[src/rtl/ltl_mon_pkg.sv]
// Shared types for the LTL monitor engine: FSM states, STE start types and the
// per-STE configuration record.
package ltl_mon_pkg;

  // Field widths of the packed configuration record. The engine's SYM_W and
  // N_STATES parameters are expected to match these.
  localparam int unsigned STE_SYM_W = 8;
  localparam int unsigned STE_N     = 16;

  typedef enum logic [1:0] {
    ST_IDLE = 2'd0,
    ST_RUN  = 2'd1,
    ST_HALT = 2'd2
  } fsm_e;

  typedef enum logic [1:0] {
    START_NONE = 2'd0,
    START_SOD  = 2'd1,
    START_ALL  = 2'd2
  } start_e;

  typedef struct packed {
    logic [STE_SYM_W-1:0] mask;
    logic [STE_SYM_W-1:0] value;
    logic [STE_N-1:0]     edges;
    start_e               start;
    logic                 report;
  } ste_cfg_t;

endpackage

[src/rtl/ltl_ste_cell.sv]
// One state-transition element: configuration registers, symbol matcher,
// enable logic and the active flop.
module ltl_ste_cell
  import ltl_mon_pkg::*;
#(
  parameter int unsigned SYM_W    = STE_SYM_W,
  parameter int unsigned N_STATES = STE_N
) (
  input  logic                clk,
  input  logic                reset,
  input  logic                cfg_we,
  input  ste_cfg_t            cfg_wdata,
  input  logic                accept,
  input  logic                first_sym,
  input  logic                clear,
  input  logic [SYM_W-1:0]    sym,
  input  logic [N_STATES-1:0] active_vec,
  output logic                active,
  output logic                step,
  output logic                rep_en
);

  ste_cfg_t cfg_q, cfg_d;
  logic     active_q, active_d;
  logic     match, enable;

  // Would this STE be active if the offered symbol were accepted now
  always_comb begin
    match  = (sym & cfg_q.mask) == (cfg_q.value & cfg_q.mask);
    enable = ((active_vec & cfg_q.edges) != '0)
          || (cfg_q.start == START_ALL)
          || ((cfg_q.start == START_SOD) && first_sym);
    step   = match & enable;
  end

  // Next configuration and active bit; clear drops only the dynamic state
  always_comb begin
    cfg_d    = cfg_q;
    active_d = active_q;
    if (cfg_we) cfg_d = cfg_wdata;
    if (clear)       active_d = 1'b0;
    else if (accept) active_d = step;
  end

  // Configuration and active registers; reset empties the table entry
  always_ff @(posedge clk or negedge reset) begin
    if (!reset) begin
      cfg_q    <= '0;
      active_q <= 1'b0;
    end else begin
      cfg_q    <= cfg_d;
      active_q <= active_d;
    end
  end

  assign active = active_q;
  assign rep_en = cfg_q.report;

endmodule

[src/rtl/ltl_monitor_engine.sv]
// Automaton-style monitor: N_STATES STEs stepped by an accepted symbol stream,
// with run/halt control, report aggregation and a saturating report counter.
module ltl_monitor_engine
  import ltl_mon_pkg::*;
#(
  parameter int unsigned SYM_W          = 8,
  parameter int unsigned N_STATES       = 16,
  parameter int unsigned CNT_W          = 16,
  parameter int unsigned STOP_ON_REPORT = 0
) (
  input  logic                        clk,
  input  logic                        reset,
  input  logic                        start,
  input  logic                        clear,
  input  logic                        cfg_we,
  input  logic [$clog2(N_STATES)-1:0] cfg_idx,
  input  logic [SYM_W-1:0]            cfg_mask,
  input  logic [SYM_W-1:0]            cfg_value,
  input  logic [N_STATES-1:0]         cfg_edges,
  input  logic [1:0]                  cfg_start,
  input  logic                        cfg_report,
  output logic                        cfg_err,
  input  logic                        sym_valid,
  input  logic [SYM_W-1:0]            sym,
  output logic                        sym_ready,
  output logic [N_STATES-1:0]         active,
  output logic [N_STATES-1:0]         report,
  output logic                        report_any,
  output logic                        report_sticky,
  output logic [CNT_W-1:0]            report_cnt,
  output logic [1:0]                  busy
);

  localparam int unsigned IDX_W = $clog2(N_STATES);

  fsm_e             state_q, state_d;
  logic             first_q, first_d;
  logic             sticky_q, sticky_d;
  logic [CNT_W-1:0] cnt_q, cnt_d;
  logic             cfg_err_q, cfg_err_d;

  logic [N_STATES-1:0] active_vec, step_vec, rep_mask;
  logic                accept, rep_hit, cfg_ok;
  ste_cfg_t            cfg_wdata;

  assign sym_ready = (state_q == ST_RUN);
  assign accept    = sym_valid && sym_ready;
  assign cfg_ok    = cfg_we && (state_q == ST_IDLE);
  // An accepted symbol that will leave a report STE active
  assign rep_hit   = accept && ((step_vec & rep_mask) != '0);
  assign cfg_wdata = '{mask: cfg_mask, value: cfg_value, edges: cfg_edges,
                       start: start_e'(cfg_start), report: cfg_report};

  for (genvar i = 0; i < N_STATES; i++) begin : g_ste
    ltl_ste_cell #(.SYM_W(SYM_W), .N_STATES(N_STATES)) u_cell (
      .clk       (clk),
      .reset     (reset),
      .cfg_we    (cfg_ok && (cfg_idx == IDX_W'(i))),
      .cfg_wdata (cfg_wdata),
      .accept    (accept),
      .first_sym (first_q),
      .clear     (clear),
      .sym       (sym),
      .active_vec(active_vec),
      .active    (active_vec[i]),
      .step      (step_vec[i]),
      .rep_en    (rep_mask[i])
    );
  end

  // FSM next state plus first-symbol flag, sticky, counter and error pulse
  always_comb begin
    state_d   = state_q;
    first_d   = first_q;
    sticky_d  = sticky_q;
    cnt_d     = cnt_q;
    cfg_err_d = cfg_we && (state_q != ST_IDLE);
    if (clear) begin
      state_d  = ST_IDLE;
      first_d  = 1'b1;
      sticky_d = 1'b0;
      cnt_d    = '0;
    end else begin
      case (state_q)
        ST_IDLE: if (start) begin
          state_d = ST_RUN;
          first_d = 1'b1;
        end
        ST_RUN:  if (rep_hit && (STOP_ON_REPORT != 0)) state_d = ST_HALT;
        default: ;
      endcase
      if (accept) first_d = 1'b0;
      if (rep_hit) begin
        sticky_d = 1'b1;
        if (cnt_q != '1) cnt_d = cnt_q + CNT_W'(1);
      end
    end
  end

  // Control registers with asynchronous active-low reset
  always_ff @(posedge clk or negedge reset) begin
    if (!reset) begin
      state_q   <= ST_IDLE;
      first_q   <= 1'b1;
      sticky_q  <= 1'b0;
      cnt_q     <= '0;
      cfg_err_q <= 1'b0;
    end else begin
      state_q   <= state_d;
      first_q   <= first_d;
      sticky_q  <= sticky_d;
      cnt_q     <= cnt_d;
      cfg_err_q <= cfg_err_d;
    end
  end

  assign active        = active_vec;
  assign report        = active_vec & rep_mask;
  assign report_any    = |report;
  assign report_sticky = sticky_q;
  assign report_cnt    = cnt_q;
  assign busy          = state_q;
  assign cfg_err       = cfg_err_q;

endmodule

[config.mk]
export PLATFORM = sky130hd
export DESIGN_NAME = ltl_monitor_engine
export DESIGN_NICKNAME = d
export VERILOG_FILES = /design/src/rtl/ltl_mon_pkg.sv /design/src/rtl/ltl_ste_cell.sv /design/src/rtl/ltl_monitor_engine.sv
export SDC_FILE = /design/constraint.sdc
export NUM_CORES = 1
export LEC_CHECK = 0
export ABC_AREA = 1
export CORE_MARGIN = 5
export CORE_UTILIZATION = 35
export CTS_CLUSTER_DIAMETER = 120
export DETAILED_ROUTE_END_ITERATION = 7
export PLACE_DENSITY_LB_ADDON = 0.12
export SETUP_SLACK_MARGIN = 0.05
export SYNTH_ARGS = -nofsm -noshare
export SYNTH_HDL_FRONTEND = slang
export SYNTH_SLANG_ARGS = --single-unit
export TNS_END_PERCENT = 100
[constraint.sdc]
create_clock -name clk -period 3.1 [get_ports clk]
set_input_delay 0.93 -clock clk [delete_from_list [all_inputs] [get_ports clk]]
set_output_delay 0.93 -clock clk [all_outputs]
set_load 0.01 [all_outputs]
# After elaboration in Yosys (flattened, before gate mapping)
# Cells that the tools add are included.
[word_totals] input_bits=53 regBits=597 word_cells=376 output_inout_bits=54
[op_classes] n_mux=44 reduce_logical=99 addsub=1 n_bitwise=66 n_eq_ne=65
[ops] operator="$and 16x16->16" n=18
[ops] operator="$reduce_bool 16->1" n=17
[ops] operator="$and 8x8->8" n=32
[ops] operator="$eq 8x8->1" n=16
[ops] operator="$mux 16" n=3
[ops] operator="$mux 1" n=38
[ops] operator="$logic_and 1x1->1" n=36
[ops] operator="$eq 2x1->1 const B" n=17
[ops] operator="$eq 2x2->1 const B" n=16
[ops] operator="$eq 4x4->1 const B" n=8
[ops] operator="$logic_or 1x1->1" n=32
[ops] operator="$add 16x1->16 const B" n=1
[ops] operator="$and 1x1->1" n=16
[ops] operator="$eq 4x3->1 const B" n=4
[ops] operator="$ne 16x16->1 const B" n=1
[ops] operator="$reduce_or 16->1" n=1
[ops] operator="$reduce_bool 2->1" n=6
[ops] operator="$eq 4x2->1 const B" n=2
[ops] operator="$mux 2" n=3
[ops] operator="$reduce_and 2->1" n=3
[ops] operator="$reduce_bool 3->1" n=2
[ops] operator="$eq 4x1->1 const B" n=1
[ops] operator="$logic_not 4->1" n=1
[ops] operator="$logic_not 2->1" n=1

# Longest topological paths before layout
[logic_depth] word_depth=10 ltp_mapped=18 mapped_depth_nobuf=15

# Modules after synthesis
# A second synthesis with hierarchy kept.
[hier_totals] hier_cells=2846 area_unflattened_um2=27878.0
[by_module_without_submodules] module="ltl_ste_cell" area_per_inst_um2=1635.3 seq_area_each_um2=900.9 n_inst=16 cells_per_inst=160
[by_module_without_submodules] module="ltl_monitor_engine" area_per_inst_um2=1712.9 seq_area_each_um2=501.7 n_inst=1 cells_per_inst=286

# Worst setup path before layout
# OpenSTA, ideal clock, no wires.
[synth_path] path_type="in2reg" start="input sym[3]" end="register cnt_q[14], in the netlist report_cnt[14]" n_path_buf=3 required_ns=2.982 stages=17 arrival_time_ns=2.273 slack_ns=0.709 path_cell_list="buf_2 buf_6 nand3_1 nand2_1 nor2_1 nand2_1 nor2_2 nand3_1 nand2_1 nor2_1 nand2_1 inv_1 nand2_2 nand3_4 buf_6 nand3_2 nand2_1"
[synth_via] elab_chain_len=8 elab_cells_between_ends=53 cone_classes="eq/ne: 16; bitwise: 33; reduce/logical: 4"
[synth_rtl] item="from (decl)" line="ltl_monitor_engine.sv:24" text="input logic [SYM_W-1:0] sym,"
[synth_rtl] item="$and 8x8->8" line="ltl_ste_cell.sv:29" text="match = (sym & cfg_q.mask) == (cfg_q.value & cfg_q.mask);"
[synth_rtl] item="$eq 8x8->1" line="ltl_ste_cell.sv:29"
[synth_rtl] item="$and 1x1->1" line="ltl_ste_cell.sv:33" text="step = match & enable;"
[synth_rtl] item="$and 16x16->16 (*)" line="ltl_monitor_engine.sv:50" text="assign rep_hit = accept && ((step_vec & rep_mask) != '0);"
[synth_rtl] item="$reduce_bool 16->1 (*)" line="ltl_monitor_engine.sv:50"
[synth_rtl] item="$logic_and 1x1->1 (*)" line="ltl_monitor_engine.sv:50"
[synth_rtl] item="$reduce_bool 2->1 (no line) (*)"
[synth_rtl] item="$reduce_and 2->1 (no line) (*)"
[synth_rtl] item="to (signal assigned)" line="ltl_monitor_engine.sv:112" text="cnt_q <= cnt_d;"
[synth_rtl] item="to (decl)" line="ltl_monitor_engine.sv:39" text="logic [CNT_W-1:0] cnt_q, cnt_d;"
# Mark *: on every way between the ends. The rest lies on a longest branch, timed or not.
# A chain may end at the register's enable or synchronous reset.

# Final worst setup path
[layout_path] start="register g_ste[1].u_cell.active_q" end="output report_any"
[layout_via] elab_chain_len=2
[layout_rtl] item="from (decl)" line="ltl_ste_cell.sv:24" text="logic active_q, active_d;"
[layout_rtl] item="from (signal assigned)" line="ltl_ste_cell.sv:52" text="active_q <= active_d;"
[layout_rtl] item="$and 16x16->16" line="ltl_monitor_engine.sv:118" text="assign report = active_vec & rep_mask;"
[layout_rtl] item="$reduce_or 16->1" line="ltl_monitor_engine.sv:119" text="assign report_any = |report;"
[layout_rtl] item="to (decl)" line="ltl_monitor_engine.sv:28" text="output logic report_any,"
# Every way passes these cells.

==> impl_metrics.tcl <==
set metrics [dict create \
    drive_gt1_share_pct 9.43 \
    syn_area_per_cell_um2 7.91 \
    wl_per_cell_um 19.6 \
    vias 22800 \
    fmax_mhz 331 \
    seq_area_frac_synth_pct 55.2 \
    grt_pass1_wl_um 138000 \
    die_height_um 288 \
    worstPathMaxFanout 2 \
    port-buffer-count 105 \
    p_per_area_mw_per_mm2 708 \
    die_area_mm2 0.0829 \
    cts.sinks 596 \
    arrival_ns 2.09 \
    period_share_pct 97.4 \
    period_needed_ns 3.02 \
    internal-power_mw 16.0 \
    hold_class "primary input to async pin" \
    max_slew_margin_pct 48.9 \
    grt_max_degree 71 \
    antenna_found_initial 1 \
    ir_drop_mv 0.371 \
    worstSetupEndpointType "output pin" \
    tritoncts "built" \
    r2r_start "g_ste[10].u_cell.active" \
    num_io_pins 107 \
    syn-num-nets 3473 \
    coreArea_mm2 0.0771 \
    synth_area_leaders "dfrtp_1 55%, nand2_1 18%, o21ai_0 11%" \
    die_x_um 288 \
    rsz0062_at_grt "true" \
    fin_hold_ws_ns 0.261 \
    viasPerCell 4.93 \
    drtAntennaViolNets 0 \
    switching_power_mw 6.87 \
    routed_wl_um 90800 \
    yosys.area.top_type "dfrtp_1" \
    htreeDepth 3 \
    pre_cts_ws_ns -0.562 \
    route.detailed.drc 0 \
    r2r_cells 18 \
    p_sw_share_pct 30.0 \
    synth_area_mm2 0.0270 \
    power_frac_seq_pct 45.3 \
    rows 102 \
    status "finished clean" \
    critPathLaunchType "register" \
    clk_path_buf_depth 3 \
    dp_cells 4481 \
    finish.utilization_pct 41.9 \
    synthCells 3419 \
    final_hold_viol_count 0 \
    criticalPathCategory "register to output pin" \
    clk_latency_ns 0.62 \
    path_clk_slew_ns 0.06 \
    ys_warn_count 0 \
    tns_ns 0 \
    root_buffer "clkbuf_16" \
    synth_seq_cells 596 \
    start_util_pct 35.1 \
    globalplace.congestion 0.838 \
    worstMarginPinSlew_ns 0.765 \
    antennaDiodeCount 0 \
    startpoint "g_ste[1].u_cell.active" \
    leakagePower_nw 16.0 \
    final_nets 3582 \
    finalSetupViolCount 0 \
    grt_pass1_vias 21900 \
    cts_buffers 71 \
    drv_cap 0 \
    first_pass_iters 6 \
    yosys.area.top_type_share_pct 55.1 \
    grt.overflow.total 0 \
    clkPwrFrac_pct 36.9 \
    skew_ns 0.0154 \
    syn2layout_area_growth_pct 19.5 \
    final_cells 4624 \
    drt-initial-drc-count 1957 \
    drv_slew 0 \
    required_ns 2.17 \
    grt_usage_pct 21.9 \
    ys_types 28 \
    hpwl_um 60600 \
    setup_ws_ns 0.0813 \
    combPwrFrac_pct 17.8 \
]
==> flip-flops by register name, summed over array words and instances, names as in the netlist <==
| register | cells |
|---|---|
| first_q | 1 |
| busy | 1 |
| report_sticky | 1 |
| cfg_err | 1 |
| g_ste.u_cell.cfg_q | 544 |
| report_cnt | 16 |
| g_ste.u_cell.rep_en | 16 |
| g_ste.u_cell.active | 16 |
==> cell type report <==
type                    instances  area [um2]
clock buffers                 103        2070
clock inverters                26         285
fillers                      7867       44800
inverters                     155         582
multi-input cells            2436       10500
flip-flops and latches        596       14900
well taps                    1040        1300
repair buffers                268        2630
==> Yosys cell counts <==
| cell | number |
|---|---|
| a21oi_1 | 2 |
| buf_2 | 40 |
| buf_4 | 27 |
| buf_6 | 15 |
| clkbuf_1 | 151 |
| conb_1 | 1 |
| dfrtp_1 | 595 |
| dfstp_2 | 1 |
| ha_1 | 1 |
| inv_1 | 154 |
| inv_2 | 1 |
| nand2_1 | 1271 |
| nand2_2 | 2 |
| nand3_1 | 123 |
| nand3_2 | 11 |
| nand3_4 | 1 |
| nand3b_1 | 16 |
| nand3b_4 | 1 |
| nand4_1 | 42 |
| nor2_1 | 350 |
| nor2_2 | 5 |
| nor2_4 | 1 |
| nor3_1 | 8 |
| nor3_2 | 1 |
| nor4_1 | 5 |
| o21ai_0 | 583 |
| o22a_1 | 2 |
| xor2_1 | 9 |
==> cells in the final DEF, fill, tap and decap left out, types with 5 or more instances in the layout <==
master,count
buf_12,28
nor3_1,8
nor2_1,347
nand4_1,42
inv_2,9
inv_1,145
clkbuf_1,16
nand2_2,19
bufinv_16,5
clkbuf_16,72
clkinv_2,14
nor2_2,7
buf_4,133
nand3b_1,16
dfrtp_1,592
o21ai_0,583
nand3_2,11
clkbuf_8,15
nand2_1,1254
xor2_1,9
nand3_1,123
clkdlybuf4s50_1,103
==> routing by layer <==
metal  track usage, %  vias to the layer above  routed length (um)
met5                0                        -                   0
li1                 -                    11100                   -
met2             37.6                      529               44400
met4             6.86                        0                2740
met3             2.80                      141                4080
met1             28.8                    11100               39600
==> path summary, 6_finish.rpt <==
path / slack (ns) / endpoint
setup / recovery: 0.08 / report_any
hold / removal: 0.26 / g_ste[5].u_cell.cfg_q[31]
setup reg to reg: 0.29 / report_cnt[1]
hold reg to reg: 0.48 / g_ste[3].u_cell.cfg_q[29]
max in group asynchronous: 1.88 / g_ste[5].u_cell.cfg_q[9]
min in group clk: 0.48 / g_ste[3].u_cell.cfg_q[29]
==> per-stage QoR <==
stage / power (mW) / instance area, um2
final: 22.9 / 32300
after global routing: 24.2 / 32300
after CTS: 23.1 / 32200
after detailed placement: 14.5 / 29800
after global placement: 14.4 / 29800
after floorplan: 12.6 / 27000
==> cell families (layout without fill, tap and decap cells) <==
family	Yosys count	in the layout	synth area share, %
AO/OA/AOI/OAI	587	587	10.9
buffers and inverters	388	552	6.36
adder cells (fa/ha/maj)	1	1	0.0463
AND/OR/NAND/NOR	1837	1838	27.2
XOR/XNOR	9	9	0.291
flip-flops	596	596	55.2
other	1	1	0.0139
==> power groups by stage <==
stage | combinational [mW] | clock (mW) | sequential, mW
global route | 4.66 | 8.94 | 10.6
detailed placement | 4.03 | 0 | 10.5
CTS | 4.08 | 8.65 | 10.4
floorplan | 2.43 | 0 | 10.2
finish | 4.07 | 8.46 | 10.4
global placement | 3.95 | 0 | 10.4
==> what timing repair did <==
action                     4_1_cts  5_1_grt
pin swaps                        3        6
hold buffers                     0        0
hold endpoints to repair         0        0
setup endpoints to repair        2       18
buffers inserted                10        4
gates resized for setup         19       12
gates cloned                     0        1
==> worst max-delay path: stages (launching register included) <==
cell and delay (ns):
dfrtp_1 0.40, nand2_1 0.09, inv_2 0.07, nor4_4 0.26, buf_4 0.16, nand4_1 0.25
buf_2 0.24
Power figures use the tool's default switching activity.
